`config.mk`:
```
export PLATFORM = sky130hd
export DESIGN_NAME = sub_8bit_pipe_flat
export DESIGN_NICKNAME = d
export VERILOG_FILES = /design/src/rtl/sub_8bit_pipe_pkg.sv /design/src/rtl/sub_8bit_pipe_if.sv /design/src/rtl/sub_8bit_pipe_nibble_la.sv /design/src/rtl/sub_8bit_pipe.sv /design/src/flat_wrapper.sv
export SDC_FILE = /design/constraint.sdc
export NUM_CORES = 1
export LEC_CHECK = 0
export BUFFER_PORTS_ARGS = -buffer_cell sky130_fd_sc_hd__buf_2
export CORE_UTILIZATION = 46
export CTS_CLUSTER_DIAMETER = 50
export DETAILED_ROUTE_END_ITERATION = 10
export GPL_TIMING_DRIVEN = 0
export PLACE_DENSITY = 0.85
export REMOVE_ABC_BUFFERS = 1
export SYNTH_ARGS = -nofsm -noshare
export SYNTH_HDL_FRONTEND = slang
export SYNTH_SLANG_ARGS = --single-unit
```
`constraint.sdc`:
```
create_clock -name clk -period 1.4 [get_ports clk]
set_input_delay 0.28 -clock clk [delete_from_list [all_inputs] [get_ports clk]]
set_output_delay 0.28 -clock clk [all_outputs]
set_load 0.01 [all_outputs]
```
`src/rtl/sub_8bit_pipe_pkg.sv`:
```
// Shared types and widths for the two-stage 8-bit subtractor pipeline.
package sub_pkg;

    localparam int NIBBLE_W = 4;
    localparam int WORD_W   = 2 * NIBBLE_W;

    typedef logic [NIBBLE_W-1:0] nibble_t;
    typedef logic [WORD_W-1:0]   word_t;

endpackage

```
`src/rtl/sub_8bit_pipe_if.sv`:
```
// Operand/result handshake bundle; the producer/consumer side takes the master modport.
interface sub_8bit_pipe_if;
    import sub_pkg::*;

    logic  in_valid;
    logic  in_ready;
    word_t a;
    word_t b;
    logic  b_in;
    logic  out_valid;
    logic  out_ready;
    word_t diff;
    logic  b_out;

    modport master (
        output in_valid, a, b, b_in, out_ready,
        input  in_ready, out_valid, diff, b_out
    );

    modport slave (
        input  in_valid, a, b, b_in, out_ready,
        output in_ready, out_valid, diff, b_out
    );

endinterface

```
`src/rtl/sub_8bit_pipe_nibble_la.sv`:
```
// 4-bit generate/propagate lookahead computing a + ~b + c_in (subtraction with carry = !borrow).
module sub_nibble_la
    import sub_pkg::*;
(
    input  nibble_t a,
    input  nibble_t b,
    input  logic    c_in,
    output nibble_t d,
    output logic    c_out
);

    nibble_t             g_s;
    nibble_t             p_s;
    logic [NIBBLE_W:0]   c_s;

    // Flattened lookahead carries so no carry ripples through the nibble.
    always_comb begin
        g_s    = a & ~b;
        p_s    = a ^ ~b;
        c_s[0] = c_in;
        c_s[1] = g_s[0] | (p_s[0] & c_in);
        c_s[2] = g_s[1] | (p_s[1] & g_s[0]) | (p_s[1] & p_s[0] & c_in);
        c_s[3] = g_s[2] | (p_s[2] & g_s[1]) | (p_s[2] & p_s[1] & g_s[0])
               | (p_s[2] & p_s[1] & p_s[0] & c_in);
        c_s[4] = g_s[3] | (p_s[3] & g_s[2]) | (p_s[3] & p_s[2] & g_s[1])
               | (p_s[3] & p_s[2] & p_s[1] & g_s[0])
               | (p_s[3] & p_s[2] & p_s[1] & p_s[0] & c_in);
        d      = p_s ^ c_s[NIBBLE_W-1:0];
        c_out  = c_s[NIBBLE_W];
    end

endmodule

```
`src/rtl/sub_8bit_pipe.sv`:
```
// Two-stage valid/ready 8-bit subtractor: low nibble in stage 1, high nibble and borrow in stage 2.
// Optional build macro SUB_SAT_EN clamps diff to 0x00 whenever a borrow-out occurs.
module sub_8bit_pipe
    import sub_pkg::*;
(
    input  logic           clk,
    input  logic           rst_n,
    sub_8bit_pipe_if.slave bus
);

    logic    s1_valid_r;
    nibble_t s1_d_lo_r;
    logic    s1_c_r;
    nibble_t s1_a_hi_r;
    nibble_t s1_b_hi_r;
    logic    s2_valid_r;
    word_t   diff_r;
    logic    b_out_r;

    logic    s1_adv_s;
    logic    s2_adv_s;
    nibble_t lo_d_s;
    logic    lo_c_s;
    nibble_t hi_d_s;
    logic    hi_c_s;
    word_t   res_diff_s;

    sub_nibble_la u_lo (
        .a     (bus.a[NIBBLE_W-1:0]),
        .b     (bus.b[NIBBLE_W-1:0]),
        .c_in  (~bus.b_in),
        .d     (lo_d_s),
        .c_out (lo_c_s)
    );

    sub_nibble_la u_hi (
        .a     (s1_a_hi_r),
        .b     (s1_b_hi_r),
        .c_in  (s1_c_r),
        .d     (hi_d_s),
        .c_out (hi_c_s)
    );

    // Stage advance: an empty stage always accepts, so bubbles collapse.
    always_comb begin
        s2_adv_s = !s2_valid_r || bus.out_ready;
        s1_adv_s = !s1_valid_r || s2_adv_s;
`ifdef SUB_SAT_EN
        if (!hi_c_s) begin
            res_diff_s = 8'h00;
        end else begin
            res_diff_s = {hi_d_s, s1_d_lo_r};
        end
`else
        res_diff_s = {hi_d_s, s1_d_lo_r};
`endif
    end

    assign bus.in_ready  = s1_adv_s;
    assign bus.out_valid = s2_valid_r;
    assign bus.diff      = diff_r;
    assign bus.b_out     = b_out_r;

    // Stage 1 register: low-nibble result, nibble carry and the high operand nibbles.
    always_ff @(posedge clk or negedge rst_n) begin
        if (!rst_n) begin
            s1_valid_r <= 1'b0;
            s1_d_lo_r  <= 4'h0;
            s1_c_r     <= 1'b0;
            s1_a_hi_r  <= 4'h0;
            s1_b_hi_r  <= 4'h0;
        end else if (s1_adv_s) begin
            s1_valid_r <= bus.in_valid;
            if (bus.in_valid) begin
                s1_d_lo_r <= lo_d_s;
                s1_c_r    <= lo_c_s;
                s1_a_hi_r <= bus.a[WORD_W-1:NIBBLE_W];
                s1_b_hi_r <= bus.b[WORD_W-1:NIBBLE_W];
            end
        end
    end

    // Stage 2 register: holds the result steady while the consumer stalls.
    always_ff @(posedge clk or negedge rst_n) begin
        if (!rst_n) begin
            s2_valid_r <= 1'b0;
            diff_r     <= 8'h00;
            b_out_r    <= 1'b0;
        end else if (s2_adv_s) begin
            s2_valid_r <= s1_valid_r;
            if (s1_valid_r) begin
                diff_r  <= res_diff_s;
                b_out_r <= ~hi_c_s;
            end
        end
    end

endmodule

```
`src/flat_wrapper.sv`:
```
// flat-port wrapper written by rule: the top's interface ports become plain ports
module sub_8bit_pipe_flat import sub_pkg::*;
  (clk, rst_n, bus_in_valid, bus_a, bus_b, bus_b_in, bus_out_ready, bus_in_ready, bus_out_valid, bus_diff, bus_b_out);
  sub_8bit_pipe_if bus_i ();
  input  logic clk;
  input  logic rst_n;
  input wire logic [$bits(bus_i.in_valid)-1:0] bus_in_valid;
  input wire logic [$bits(bus_i.a)-1:0] bus_a;
  input wire logic [$bits(bus_i.b)-1:0] bus_b;
  input wire logic [$bits(bus_i.b_in)-1:0] bus_b_in;
  input wire logic [$bits(bus_i.out_ready)-1:0] bus_out_ready;
  output wire logic [$bits(bus_i.in_ready)-1:0] bus_in_ready;
  output wire logic [$bits(bus_i.out_valid)-1:0] bus_out_valid;
  output wire logic [$bits(bus_i.diff)-1:0] bus_diff;
  output wire logic [$bits(bus_i.b_out)-1:0] bus_b_out;
  assign bus_i.in_valid = bus_in_valid;
  assign bus_i.a = bus_a;
  assign bus_i.b = bus_b;
  assign bus_i.b_in = bus_b_in;
  assign bus_i.out_ready = bus_out_ready;
  assign bus_in_ready = bus_i.in_ready;
  assign bus_out_valid = bus_i.out_valid;
  assign bus_diff = bus_i.diff;
  assign bus_b_out = bus_i.b_out;
  sub_8bit_pipe u_core (.clk(clk), .rst_n(rst_n), .bus(bus_i));
endmodule
```
==> results.py <==
metrics = {
    "route": {
        "drc": 0,
        "num_vias": 813,
        "wirelength_mm": 2.00,
        "ant_nets": 0,
        "wl_per_cell_um": 12.1,
        "vias_per_cell": 4.90,
        "first_pass_iters": 3,
        "drtIter0Drc": 1,
    },
    "finish": {
        "final_util_pct": 59.4,
        "multi_input_area_sq_um": 597,
        "stdcell_area_sq_um": 1490,
        "area_growth_pct": 20.0,
        "num_antenna_cells": 0,
        "stdcell_count": 166,
        "fin_nets": 168,
        "fillers": 202,
        "ff_latch_area_sq_um": 601,
        "drive_above_1_share_pct": 44.1,
    },
    "global_route": {
        "grt_antenna_before_repair": 0,
        "grt_pass1_vias": 840,
        "grt_max_degree": 25,
        "grt_overflow_total": 0,
        "grt_usage_pct": 16.8,
        "grt_pass1_wl_mm": 3.37,
    },
    "sta": {
        "relSlewSlack_pct": 64.9,
        "worst_pin_slew_ps": 527,
        "drv_slew": 0,
        "setup_viol": 3,
        "hold_viol": 0,
        "rsz0062_at_grt": "true",
        "fin_crit_sh_pct": 101,
        "setup_ws_ps": -11.9,
        "fmax_mhz": 708,
        "period_needed_ps": 1410,
        "fin_tns_setup_ps": -24.4,
        "fin_skew_ps": 3.72,
    },
    "power_and_ir_drop": {
        "ir_drop_mv": 0.764,
        "p_leak_nw": 0.743,
        "power_density_nw_per_um2": 1340,
    },
    "setup_path": {
        "arrival_ps": 1670,
        "critPathKind": "reg2reg",
        "cp-start-kind": "flop",
        "crit_required_ps": 1660,
        "end_kind": "flop",
        "crit_fanout": 2,
    },
    "cts": {
        "root_buffer": "clkbuf_4",
        "htree_levels": 1,
        "path_clk_slew_ps": 120,
        "cts_buffers": 3,
        "cts_tree": "built",
        "cts_sinks": 24,
        "clock_path_buffers": 2,
        "clk_latency_ps": 310,
    },
    "yosys": {
        "syn_area_per_cell_sq_um": 12.4,
        "ys_top_cells_by_count": "dfrtp_1, mux2_2, inv_1",
        "ys_ff_latch": 24,
        "synth_xor_area_share_pct": 2.83,
        "synth_top_family_by_area": "multiplexers",
        "synthArstFlopShare_pct": 100,
        "muxShareOfSynthArea_pct": 12.7,
        "synth-compound-area-share_pct": 9.71,
        "yosys_warnings": 0,
        "synth_cell_types": 28,
        "synth.most_common_cell": "dfrtp_1",
        "synth_top_cell_area_share_pct": 48.5,
        "synth-seq-area-share_pct": 48.5,
        "yosysTopAreaCell": "dfrtp_1",
        "yosys_most_used_dff": "dfrtp_1",
        "synth_cells": 100,
        "synth-simple-area-share_pct": 10.0,
        "synth.area.top_cells": "dfrtp_1, mux2_2, ha_1",
        "synthAdderAreaFrac_pct": 11.3,
        "synth_area_sq_um": 1240,
        "synth_edf_count": 0,
    },
    "placed_design": {
        "io_buffers": 31,
        "placed_area_sq_um": 1400,
        "gp_congestion": 0.728,
        "dp_cells": 159,
        "dp_hpwl_mm": 1.58,
        "place_ws_ps": -176,
    },
    "floorplanning": {
        "start_util_pct": 49.5,
        "dieArea_sq_um": 2900,
        "die_y_um": 53.9,
        "design.core.area_sq_um": 2500,
        "design.portCount": 32,
        "rows": 18,
        "die_x_um": 53.9,
    },
    "min_path": {
        "hold_class": "in2reg",
    },
    "status": {
        "status": "finished, violations left",
        "violations": "negative setup slack",
    },
    "flow_run": {
        "drv_cap": 0,
    },
}
## per-layer routing
layer | share of wire [%] | vias to the layer above | global-route usage (%)
met2 | 52 | 22 | 32.7
li1 | - | 408 | -
met5 | 0 | - | 0
met1 | 42 | 378 | 16.6
met4 | 2.0 | 0 | 7.89
met3 | 3.8 | 5 | 3.39
## worst paths after layout
check	from	slack [ps]	cells past startpoint	end
worst max-delay path	u_core.s1_a_hi_r[0]$_DFFE_PN0P_	-10	5	u_core.bus.b_out$_DFFE_PN0P_
worst min-delay path	bus_b[5]	190	2	u_core.s1_b_hi_r[1]$_DFFE_PN0P_
worst max register to register	u_core.s1_a_hi_r[0]$_DFFE_PN0P_	-10	5	u_core.bus.b_out$_DFFE_PN0P_
worst min register to register	u_core.bus.b_out$_DFFE_PN0P_	480	1	u_core.bus.b_out$_DFFE_PN0P_
max in group asynchronous	rst_n	580	2	u_core.s1_a_hi_r[3]$_DFFE_PN0P_
min in group asynchronous	rst_n	460	2	u_core.s1_a_hi_r[0]$_DFFE_PN0P_
## worst max-delay path: stages, from the launching register on
cell and delay [ps]:
dfrtp_1 430, ha_4 260, a211oi_4 260, o21bai_2 110, a211oi_2 200, a21o_1 100
## registers in the layout (all words and copies together), names as in the netlist
name,flops
u_core.s1_b_hi_r,4
u_core.s1_c_r,1
u_core.bus.out_valid,1
u_core.bus.diff,8
u_core.s1_d_lo_r,4
u_core.bus.b_out,1
u_core.s1_a_hi_r,4
u_core.s1_valid_r,1
## cells in the final DEF (no fill, tap or decap), drive strengths merged, types with 3 or more instances in the layout
cell / count
buf: 33
clkbuf: 4
dfrtp: 24
ha: 8
inv: 9
mux2: 13
nand2: 9
nand2b: 5
nor2: 5
o21ai: 7
xnor2: 3
## layout make-up
| class | count | share of cell area, % |
|---|---|---|
| inverter | 9 | 2.27 |
| clock buffer | 4 | 2.44 |
| multi-input combinational | 65 | 40.2 |
| timing repair buffer | 34 | 12.1 |
| sequential | 24 | 40.4 |
| tap | 30 | 2.53 |
## power breakdown
group	internal, W	leakage, nW	switching [W]
logic	0.000364	0.438	0.000320
clock network	0.000159	0.0210	0.000195
registers	0.000859	0.284	0.0000949
total	0.00138	0.743	0.000610
## repair_timing
item / CTS / global route
setup endpoints to repair: 3 / 5
endpoints found under the hold margin: 24 / 0
pin swaps: 5 / 1
gates resized for setup: 5 / 1
gates cloned: 0 / 0
setup buffers: 2 / 0
hold buffers: 1 / 0
## through the flow
step / power, W / hold slack [ps]
2_1_floorplan: 0.00138 / -15.6
3_3_place_gp: 0.00157 / 271
3_5_place_dp: 0.00161 / 285
4_1_cts: 0.00201 / 184
5_1_grt: 0.00215 / 170
6_report: 0.00199 / 189
## cells by family after synthesis
logic type / count (synthesis)
DFF: 24
buffers and inverters: 11
muxes: 13
xor gates and xnor gates: 4
adders and majority gates: 10
AOI/OAI and AO/OA: 17
and+or+nand+nor: 21
Power figures use the tool's default switching activity.
